### src/rtl/mips_core_pkg.sv
// Shared types for the multithreaded MIPS core: address width, scheduler
// state encoding and the reset-PC helper used by the thread scheduler.
package mips_core_pkg;

    localparam int ADDR_WIDTH          = 32;
    localparam int DEFAULT_NUM_THREADS = 2;
    localparam int TID_W               = $clog2(DEFAULT_NUM_THREADS);

    typedef logic [ADDR_WIDTH-1:0] addr_t;
    typedef logic [TID_W-1:0]      tid_t;

    typedef enum logic [1:0] {
        RUN    = 2'd0,
        DRAIN  = 2'd1,
        SWITCH = 2'd2,
        HALTED = 2'd3
    } sched_state_e;

    // Start PC of thread t, wrapping modulo 2^ADDR_WIDTH.
    function automatic addr_t init_pc(input addr_t base, input addr_t stride, input int t);
        return base + addr_t'(t) * stride;
    endfunction

endpackage

### src/rtl/rr_thread_picker.sv
// Combinational round-robin pick: first active thread after cur_id,
// wrapping at NUM_THREADS-1; cur_id itself is never selected.
module rr_thread_picker #(
    parameter int NUM_THREADS = 2,
    parameter int TID_W       = $clog2(NUM_THREADS)
) (
    input  logic [TID_W-1:0]       cur_id,
    input  logic [NUM_THREADS-1:0] active_mask,
    output logic [TID_W-1:0]       next_id,
    output logic                   any_other_active
);

    // Scan from the farthest candidate down so the nearest active one wins.
    always_comb begin
        next_id          = cur_id;
        any_other_active = 1'b0;
        for (int k = NUM_THREADS - 1; k >= 1; k--) begin
            if (active_mask[cur_id + TID_W'(k)]) begin
                next_id          = cur_id + TID_W'(k);
                any_other_active = 1'b1;
            end
        end
    end

endmodule

### src/rtl/thread_scheduler.sv
// Hardware-thread scheduler: round-robins between active threads on quantum
// expiry, yield or halt, draining the pipeline and swapping resume PCs.
module thread_scheduler
    import mips_core_pkg::*;
#(
    parameter int                    NUM_THREADS = 2,
    parameter int                    QUANTUM     = 256,
    parameter logic [ADDR_WIDTH-1:0] RESET_PC    = '0,
    parameter logic [ADDR_WIDTH-1:0] PC_STRIDE   = 32'h0000_1000,
    localparam int                   TID_W       = $clog2(NUM_THREADS)
) (
    input  logic                  clk,
    input  logic                  rst_n,
    input  logic                  i_yield,
    input  logic                  i_halt,
    input  logic                  i_pipe_empty,
    input  logic [ADDR_WIDTH-1:0] i_resume_pc,
    output logic [TID_W-1:0]      o_thread_id,
    output logic                  o_fetch_hold,
    output logic                  o_load_pc_valid,
    output logic [ADDR_WIDTH-1:0] o_load_pc,
    output logic                  o_all_halted
);

    localparam int CNT_W = $clog2(QUANTUM);

    sched_state_e            state;
    logic [TID_W-1:0]        thread_id;
    logic [CNT_W-1:0]        cnt;
    logic [NUM_THREADS-1:0]  active_mask;
    logic [ADDR_WIDTH-1:0]   pc_table [NUM_THREADS];

    logic [NUM_THREADS-1:0]  cur_onehot;
    logic [NUM_THREADS-1:0]  mask_eff;
    logic [TID_W-1:0]        next_id;
    logic                    any_other;
    logic                    trigger;
    logic                    leaving;

    assign cur_onehot = NUM_THREADS'(1) << thread_id;

    // A halt retiring this cycle already removes the thread from the pick.
    assign mask_eff = (i_halt && (state == RUN || state == DRAIN))
                    ? (active_mask & ~cur_onehot) : active_mask;

    assign trigger = (state == RUN) &&
                     (i_halt || i_yield || (cnt == CNT_W'(QUANTUM - 1)));
    assign leaving = trigger && (any_other || !mask_eff[thread_id]);

    assign o_fetch_hold = (state != RUN) || leaving;
    assign o_thread_id  = thread_id;

    rr_thread_picker #(
        .NUM_THREADS (NUM_THREADS),
        .TID_W       (TID_W)
    ) u_picker (
        .cur_id           (thread_id),
        .active_mask      (mask_eff),
        .next_id          (next_id),
        .any_other_active (any_other)
    );

    always_ff @(posedge clk or negedge rst_n) begin
        if (!rst_n) begin
            state           <= RUN;
            thread_id       <= '0;
            cnt             <= '0;
            active_mask     <= '1;
            o_load_pc_valid <= 1'b0;
            o_load_pc       <= RESET_PC;
            o_all_halted    <= 1'b0;
            for (int t = 0; t < NUM_THREADS; t++)
                pc_table[t] <= init_pc(RESET_PC, PC_STRIDE, t);
        end else begin
            o_load_pc_valid <= 1'b0;
            case (state)
                RUN: begin
                    active_mask <= mask_eff;
                    if (trigger) begin
                        if (any_other) begin
                            state <= DRAIN;
                        end else if (mask_eff[thread_id]) begin
                            cnt <= '0;
                        end else begin
                            state        <= HALTED;
                            o_all_halted <= 1'b1;
                        end
                    end else begin
                        cnt <= cnt + CNT_W'(1);
                    end
                end
                DRAIN: begin
                    active_mask <= mask_eff;
                    if (mask_eff == '0) begin
                        state        <= HALTED;
                        o_all_halted <= 1'b1;
                    end else if (i_pipe_empty) begin
                        state <= SWITCH;
                    end
                end
                SWITCH: begin
                    // Read of pc_table[next_id] sees the pre-write contents.
                    if (active_mask[thread_id])
                        pc_table[thread_id] <= i_resume_pc;
                    o_load_pc       <= pc_table[next_id];
                    o_load_pc_valid <= 1'b1;
                    thread_id       <= next_id;
                    cnt             <= '0;
                    state           <= RUN;
                end
                default: begin
                    state <= HALTED;
                end
            endcase
        end
    end

endmodule

### config.mk
export PLATFORM = sky130hd
export DESIGN_NAME = thread_scheduler
export DESIGN_NICKNAME = d
export VERILOG_FILES = /design/src/rtl/mips_core_pkg.sv /design/src/rtl/rr_thread_picker.sv /design/src/rtl/thread_scheduler.sv
export SDC_FILE = /design/constraint.sdc
export NUM_CORES = 1
export LEC_CHECK = 0
export ABC_CLOCK_PERIOD_IN_PS = 4600
export CAP_MARGIN = 20
export CORE_ASPECT_RATIO = 0.7
export CORE_UTILIZATION = 49
export DETAILED_ROUTE_END_ITERATION = 12
export PLACE_DENSITY = 0.81
export SETUP_SLACK_MARGIN = 0.15
export SLEW_MARGIN = 20
export SYNTH_ARGS = -nofsm -noshare
export SYNTH_HDL_FRONTEND = slang
export SYNTH_SLANG_ARGS = --single-unit
### constraint.sdc
create_clock -name clk -period 4.6 [get_ports clk]
set_input_delay 0.46 -clock clk [delete_from_list [all_inputs] [get_ports clk]]
set_output_delay 0.46 -clock clk [all_outputs]
set_load 0.02 [all_outputs]
==> results of run 1 <==
[how the worst min path moves through the flow]
stage	startpoint	endpoint	slack, ps	depth (start not counted)
2_1_floorplan	rst_n	cnt[0]$_DFFE_PN0P_	160	0
3_3_place_gp	o_all_halted$_DFFE_PN0P_	o_all_halted$_DFFE_PN0P_	460	1
3_5_place_dp	o_all_halted$_DFFE_PN0P_	o_all_halted$_DFFE_PN0P_	460	1
4_1_cts	rst_n	cnt[3]$_DFFE_PN0P_	260	1
5_1_grt	rst_n	cnt[3]$_DFFE_PN0P_	290	1
6_report	rst_n	cnt[3]$_DFFE_PN0P_	220	1
[placed cells by master, fill, tap and decap left out, types with 2 or more instances in the layout]
cell	instances
inv_1	5
buf_4	5
a31oi_1	4
a41oi_1	2
o21ai_1	32
o21ai_0	8
clkinv_4	2
dfrtp_1	108
a21oi_1	6
clkbuf_1	2
clkdlybuf4s50_1	71
nand2_1	40
clkbuf_16	9
dfstp_2	3
mux2_1	5
o21a_1	3
nand3_1	3
nor2_1	4
inv_2	3
mux2_2	59
mux2i_1	34
[per-stage QoR]
step	hold slack [ps]	util	cells
final	219	0.628	553
after global routing	291	0.628	553
after CTS	257	0.628	553
after detailed placement	464	0.595	537
after global placement	457	0.595	537
after floorplan	164	-	354
[power by group through the flow]
stage	combinational, mW	sequential, mW	clock [mW]
2_1_floorplan	0.315	1.50	0
3_3_place_gp	0.760	1.39	0
3_5_place_dp	0.783	1.40	0
4_1_cts	0.786	1.39	0.798
5_1_grt	0.849	1.42	0.830
6_report	0.774	1.39	0.772
[Yosys cell counts]
library cell,number
a21boi_0,1
a21oi_1,6
a2bb2oi_1,1
a31o_2,1
a31oi_1,4
a31oi_2,1
a41oi_1,2
and3b_1,1
buf_2,3
buf_4,7
buf_6,3
clkbuf_1,4
dfrtp_1,108
dfstp_2,3
ha_1,1
inv_1,5
inv_2,3
mux2_1,5
mux2_2,59
mux2i_1,34
mux2i_4,1
nand2_1,40
nand2_2,1
nand2b_1,1
nand3_1,3
nand3_2,1
nand4_1,1
nor2_1,4
nor3_1,1
nor3_2,1
nor3b_1,1
nor4_4,1
o211a_1,1
o21a_1,3
o21ai_0,8
o21ai_1,32
o22ai_1,1
xnor2_1,1
[cell families (layout without fill, tap and decap cells)]
| family | after synthesis | count (layout) | synth area share |
|---|---|---|---|
| multiplexers | 99 | 99 | 0.233 |
| XOR/XNOR | 1 | 1 | 0.00189 |
| flip-flops | 111 | 111 | 0.599 |
| buffers and inverters | 25 | 100 | 0.0315 |
| AO/OA/AOI/OAI | 61 | 61 | 0.0752 |
| AND/OR/NAND/NOR | 56 | 56 | 0.0563 |
| adder cells (fa/ha/maj) | 1 | 1 | 0.00269 |
[flip-flops by register name, summed over array words and instances (netlist names)]
register / cells
active_mask: 2
cnt: 8
o_all_halted: 1
o_load_pc: 32
o_load_pc_valid: 1
o_thread_id: 1
pc_table: 64
state: 2
[per-layer routing]
layer  up-vias  share of wire
met5         -              0
li1       1385              -
met2        99           0.48
met3         8          0.061
met4         0         0.0097
met1      1468           0.45
[cell type report]
type	instances	area, µm²
Clock inverter	4	55.1
Sequential cell	111	2780
Multi-Input combinational cell	218	1720
Tap cell	124	155
Clock buffer	12	246
Timing Repair Buffer	76	748
Fill cell	727	3410
Inverter	8	30.0
==> reports/qor.yml, run 1 <==
ys_seq_area_frac: 0.599
yosys.area.top_type: "dfrtp_1"
fin_crit_ps: 2700
grt_max_degree: 73
gp_congestion: 0.830
status: "complete, no violations"
finalClockSkew_ps: 4.05
final.setup.tns_ps: 0
yosysTopAreaCellShare: 0.582
power.leakage_nw: 2.66
max_slew_margin: 0.367
vias: 2960
reg2regPathDepth: 6
pin_count: 73
peakVddDrop_uv: 312
comb_power_share: 0.264
pwr-share-clk: 0.263
core_um2: 9140
critical_path_cell_count: 6
totalWireLength_mm: 8.75
grt_pass1_wl_mm: 14.6
worstPathRequired_ps: 4140
grt_use_met1: 0.249
antenna_found_initial: 0
final_antenna_net_count: 0
grtUsageTotal: 0.195
critical_path.top_delay_family: "buffers and inverters"
fmax_ghz: 0.370
cts_sinks: 111
gr-max-usage-layer: "met2"
startpoint: "cnt[0]$_DFFE_PN0P_"
rsz0062_at_grt: "false"
finalPower_mw: 2.93
place.port_buffers: 72
setup_viol: 0
power_switching_mw: 0.850
place_area_um2: 5440
end_kind: "primary output"
syn_nets: 392
ys_top_cells_by_area: "dfrtp_1, mux2_2, mux2i_1"
crit_fanout: 7
cpMostUsedCell: "nand3_1"
place_ws_ps: 2030
crit_type: "reg -> out"
initial_utilization: 0.508
cts_made_buffers: 9
area_delta_synth_final_pct: 23.6
ys_warn_count: 0
hold_viol: 0
avgSynthCellArea_um2: 13.1
htree_levels: 3
overflow: 0
cts_setup_buffers: 0
die_area_um2: 9880
power_density_nw_per_um2: 511
drc: 0
drive_gt1_frac: 0.212
fin_crit_sh: 0.588
maxCapViolCount: 0
netSwitchingFraction: 0.290
viasPerCell: 5.35
drv_slew: 0
path_clk_slew_ps: 70
final_cell_area_um2: 5740
power_frac_seq: 0.473
synthCells: 354
cell_internal_pwr_mw: 2.08
insertion_delay_ps: 340
hold_path_class: "in -> async"
holdBufCountCts: 0
dp_hpwl_mm: 5.57
clockBufferDepth: 2
r2r_end: "pc_table[10]$_DFFE_PN0P_"
grt_pass1_vias: 3032
rows: 29
cp-endpoint: "o_fetch_hold"
synth_seq_cells: 111
slowest_delay_ps: 600
cts-resized-gates: 0
antenna_cells: 0
crit_chain: "ha_1, nand3_1, o21ai_1, nand2_1, nand3_1, clkdlybuf4s50_1"
use_met2: 0.324
die_w_um: 118
ctsRootBufferMaster: "clkbuf_16"
reg2reg_slack_ps: 2040
path_buf_inv: 1
worst_slew_pin_slew_ps: 949
crit_path_top_delay_cell: "clkdlybuf4s50_1"
drtIter0Drc: 311
wl_per_cell_um: 15.8
start_kind: "flip-flop"
grtUsageMet3: 0.0577
cts_tree: "done"
drt_pass1_iterations: 4
fin_nets: 462
worst_slack_ps: 1900
die_h_um: 83.4
critical_path_arrival_ps: 2240
synthesis.area_um2: 4640
r2r_start: "state[0]$_DFFE_PN0P_"
yosysUniqueCellTypes: 38
No activity file was read; power rests on OpenSTA's default activity.
==> run 2: changes to the inputs <==
Settings changed: ABC_CLOCK_PERIOD_IN_PS 4600 to 2300, CORE_UTILIZATION 49 to 48, PLACE_DENSITY 0.81 to 0.82.
Clock period 4.6 ns to 2.3 ns, I/O delays scaled along.
==> reports/qor.yml, run 2 (synthesized netlist as in run 1, its figures left out) <==
place_area_um2: 5500  # +1.2%
fmax_ghz: 0.515
cts_made_buffers: 9  # unchanged
cts_tree: "done"
viasPerCell: 5.26  # -1.7%
drt_pass1_iterations: 4  # unchanged
reg2regPathDepth: 5  # -1
reg2reg_slack_ps: 520  # -1520 ps
crit_type: "reg -> out"
clockBufferDepth: 2  # unchanged
power.leakage_nw: 2.71  # +2.0%
dp_hpwl_mm: 5.85  # +5.1%
grt_pass1_vias: 3024  # -0.26%
r2r_end: "cnt[4]$_DFFE_PN0P_"
regArea_um2: 2780  # unchanged
multi_input_area_um2: 1730  # +0.51%
drive_gt1_frac: 0.228  # +0.0160
grtUsageTotal: 0.197  # +0.00247
fin_crit_sh: 0.844
pin_count: 73  # unchanged
die_h_um: 84.3  # +1.0%
critical_path.top_delay_family: "flip-flops"
critical_path_arrival_ps: 1710  # -530 ps
slowest_delay_ps: 410  # -190 ps
drc: 0  # unchanged
crit_chain: "ha_1, nand3_2, o21ai_2, nand2_1, nand3_1, clkbuf_2"
r2r_start: "cnt[0]$_DFFE_PN0P_"
hold_slack_ps: 449  # +230 ps
final_cell_mix: "dfrtp_1, clkdlybuf4s50_1, mux2_2"
hold_viol: 0  # unchanged
final_common_cell: "dfrtp_1"
rsz0062_at_grt: "false"
crit_path_top_delay_cell: "dfrtp_1"
setup_viol: 0  # unchanged
rows: 29  # unchanged
insertion_delay_ps: 340  # about the same
htree_levels: 3  # unchanged
ctsRootBufferMaster: "clkbuf_16"
fin_nets: 467  # +1.1%
worst_slew_pin_slew_ps: 653  # -295 ps
finalClockSkew_ps: 7.03  # +2.99 ps
nFillCells: 728  # +0.14%
start_kind: "flip-flop"
worstPathRequired_ps: 2070  # -2070 ps
largest_reg_flops: 64  # unchanged
initial_utilization: 0.504  # -0.00400
gp_congestion: 0.798  # -3.9%
die_area_um2: 10100  # +2.0%
final_cell_area_um2: 5840  # +1.8%
path_clk_slew_ps: 70  # about the same
drv_slew: 0  # unchanged
end_kind: "primary output"
place.port_buffers: 72  # unchanged
drtIter0Drc: 156  # -50%
area_delta_synth_final_pct: 25.8
totalWireLength_mm: 8.87  # +1.4%
grt_max_degree: 47  # -36%
peakVddDrop_uv: 575  # +84%
core_um2: 9220  # +0.79%
path_buf_inv: 1  # unchanged
status: "complete, no violations"
die_w_um: 120  # +1.0%
largest-register: "pc_table"
largestRegisters: "pc_table (64), o_load_pc (32), cnt (8)"
final.setup.tns_ps: 0  # unchanged
max_slew_margin: 0.560  # +0.193
cts_sinks: 111  # unchanged
wl_per_cell_um: 15.9  # +0.45%
crit_fanout: 7  # unchanged
cts_setup_buffers: 0  # unchanged
maxCapViolCount: 0  # unchanged
grt_pass1_wl_mm: 15.4  # +4.9%
hold_path_class: "in -> async"
antenna_found_initial: 0  # unchanged
antenna_cells: 0  # unchanged
fin_crit_ps: 1940
overflow: 0  # unchanged
final_antenna_net_count: 0  # unchanged
vias: 2935  # -0.84%
power_density_nw_per_um2: 1020  # +100%
run 2: routing by layer:
metal | routed length, µm | GRT usage | vias up
met5 | 0 | 0 | -
met4 | 79 | 0.0511 | 0
met3 | 497 | 0.0652 | 9
met2 | 4010 | 0.302 | 60
met1 | 4280 | 0.272 | 1467
li1 | - | - | 1399
run 2: worst max path at each step:
stage                             from                         to  slack (ps)  cells after the start
2_1_floorplan  o_thread_id$_DFFE_PN0P_  o_load_pc[16]$_DFFE_PN0P_         680                      6
6_report            cnt[0]$_DFFE_PN0P_               o_fetch_hold         360                      6
3_5_place_dp        cnt[0]$_DFFE_PN0P_               o_fetch_hold         190                      6
4_1_cts             cnt[0]$_DFFE_PN0P_               o_fetch_hold         180                      6
3_3_place_gp        cnt[0]$_DFFE_PN0P_               o_fetch_hold         250                      6
5_1_grt             cnt[0]$_DFFE_PN0P_               o_fetch_hold         240                      6
run 2: cell type report:
type / count / share of cell area
clock buffers: 11 / 0.0416
clock inverters: 5 / 0.0135
inverters: 8 / 0.00514
multi-input cells: 218 / 0.296
flip-flops and latches: 111 / 0.476
well taps: 124 / 0.0266
repair buffers: 81 / 0.141
run 2: where the power goes:
group | switching, mW | internal [mW]
clock network | 0.671 | 0.985
registers | 0.289 | 2.47
logic | 0.741 | 0.824
run 2: what timing repair did:
| action | CTS | global route |
|---|---|---|
| resized for setup | 3 | 2 |
| endpoints found under the setup margin | 1 | 1 |
| endpoints found under the hold margin | 42 | 0 |
| hold buffers | 1 | 0 |
run 2: through the flow:
stage	setup slack [ps]	util	instances	power, mW
6_report	359	0.634	558	5.98
5_1_grt	241	0.634	558	6.34
4_1_cts	178	0.634	558	6.07
3_5_place_dp	191	0.597	541	4.38
3_3_place_gp	247	0.597	541	4.30
2_1_floorplan	676	-	354	3.63
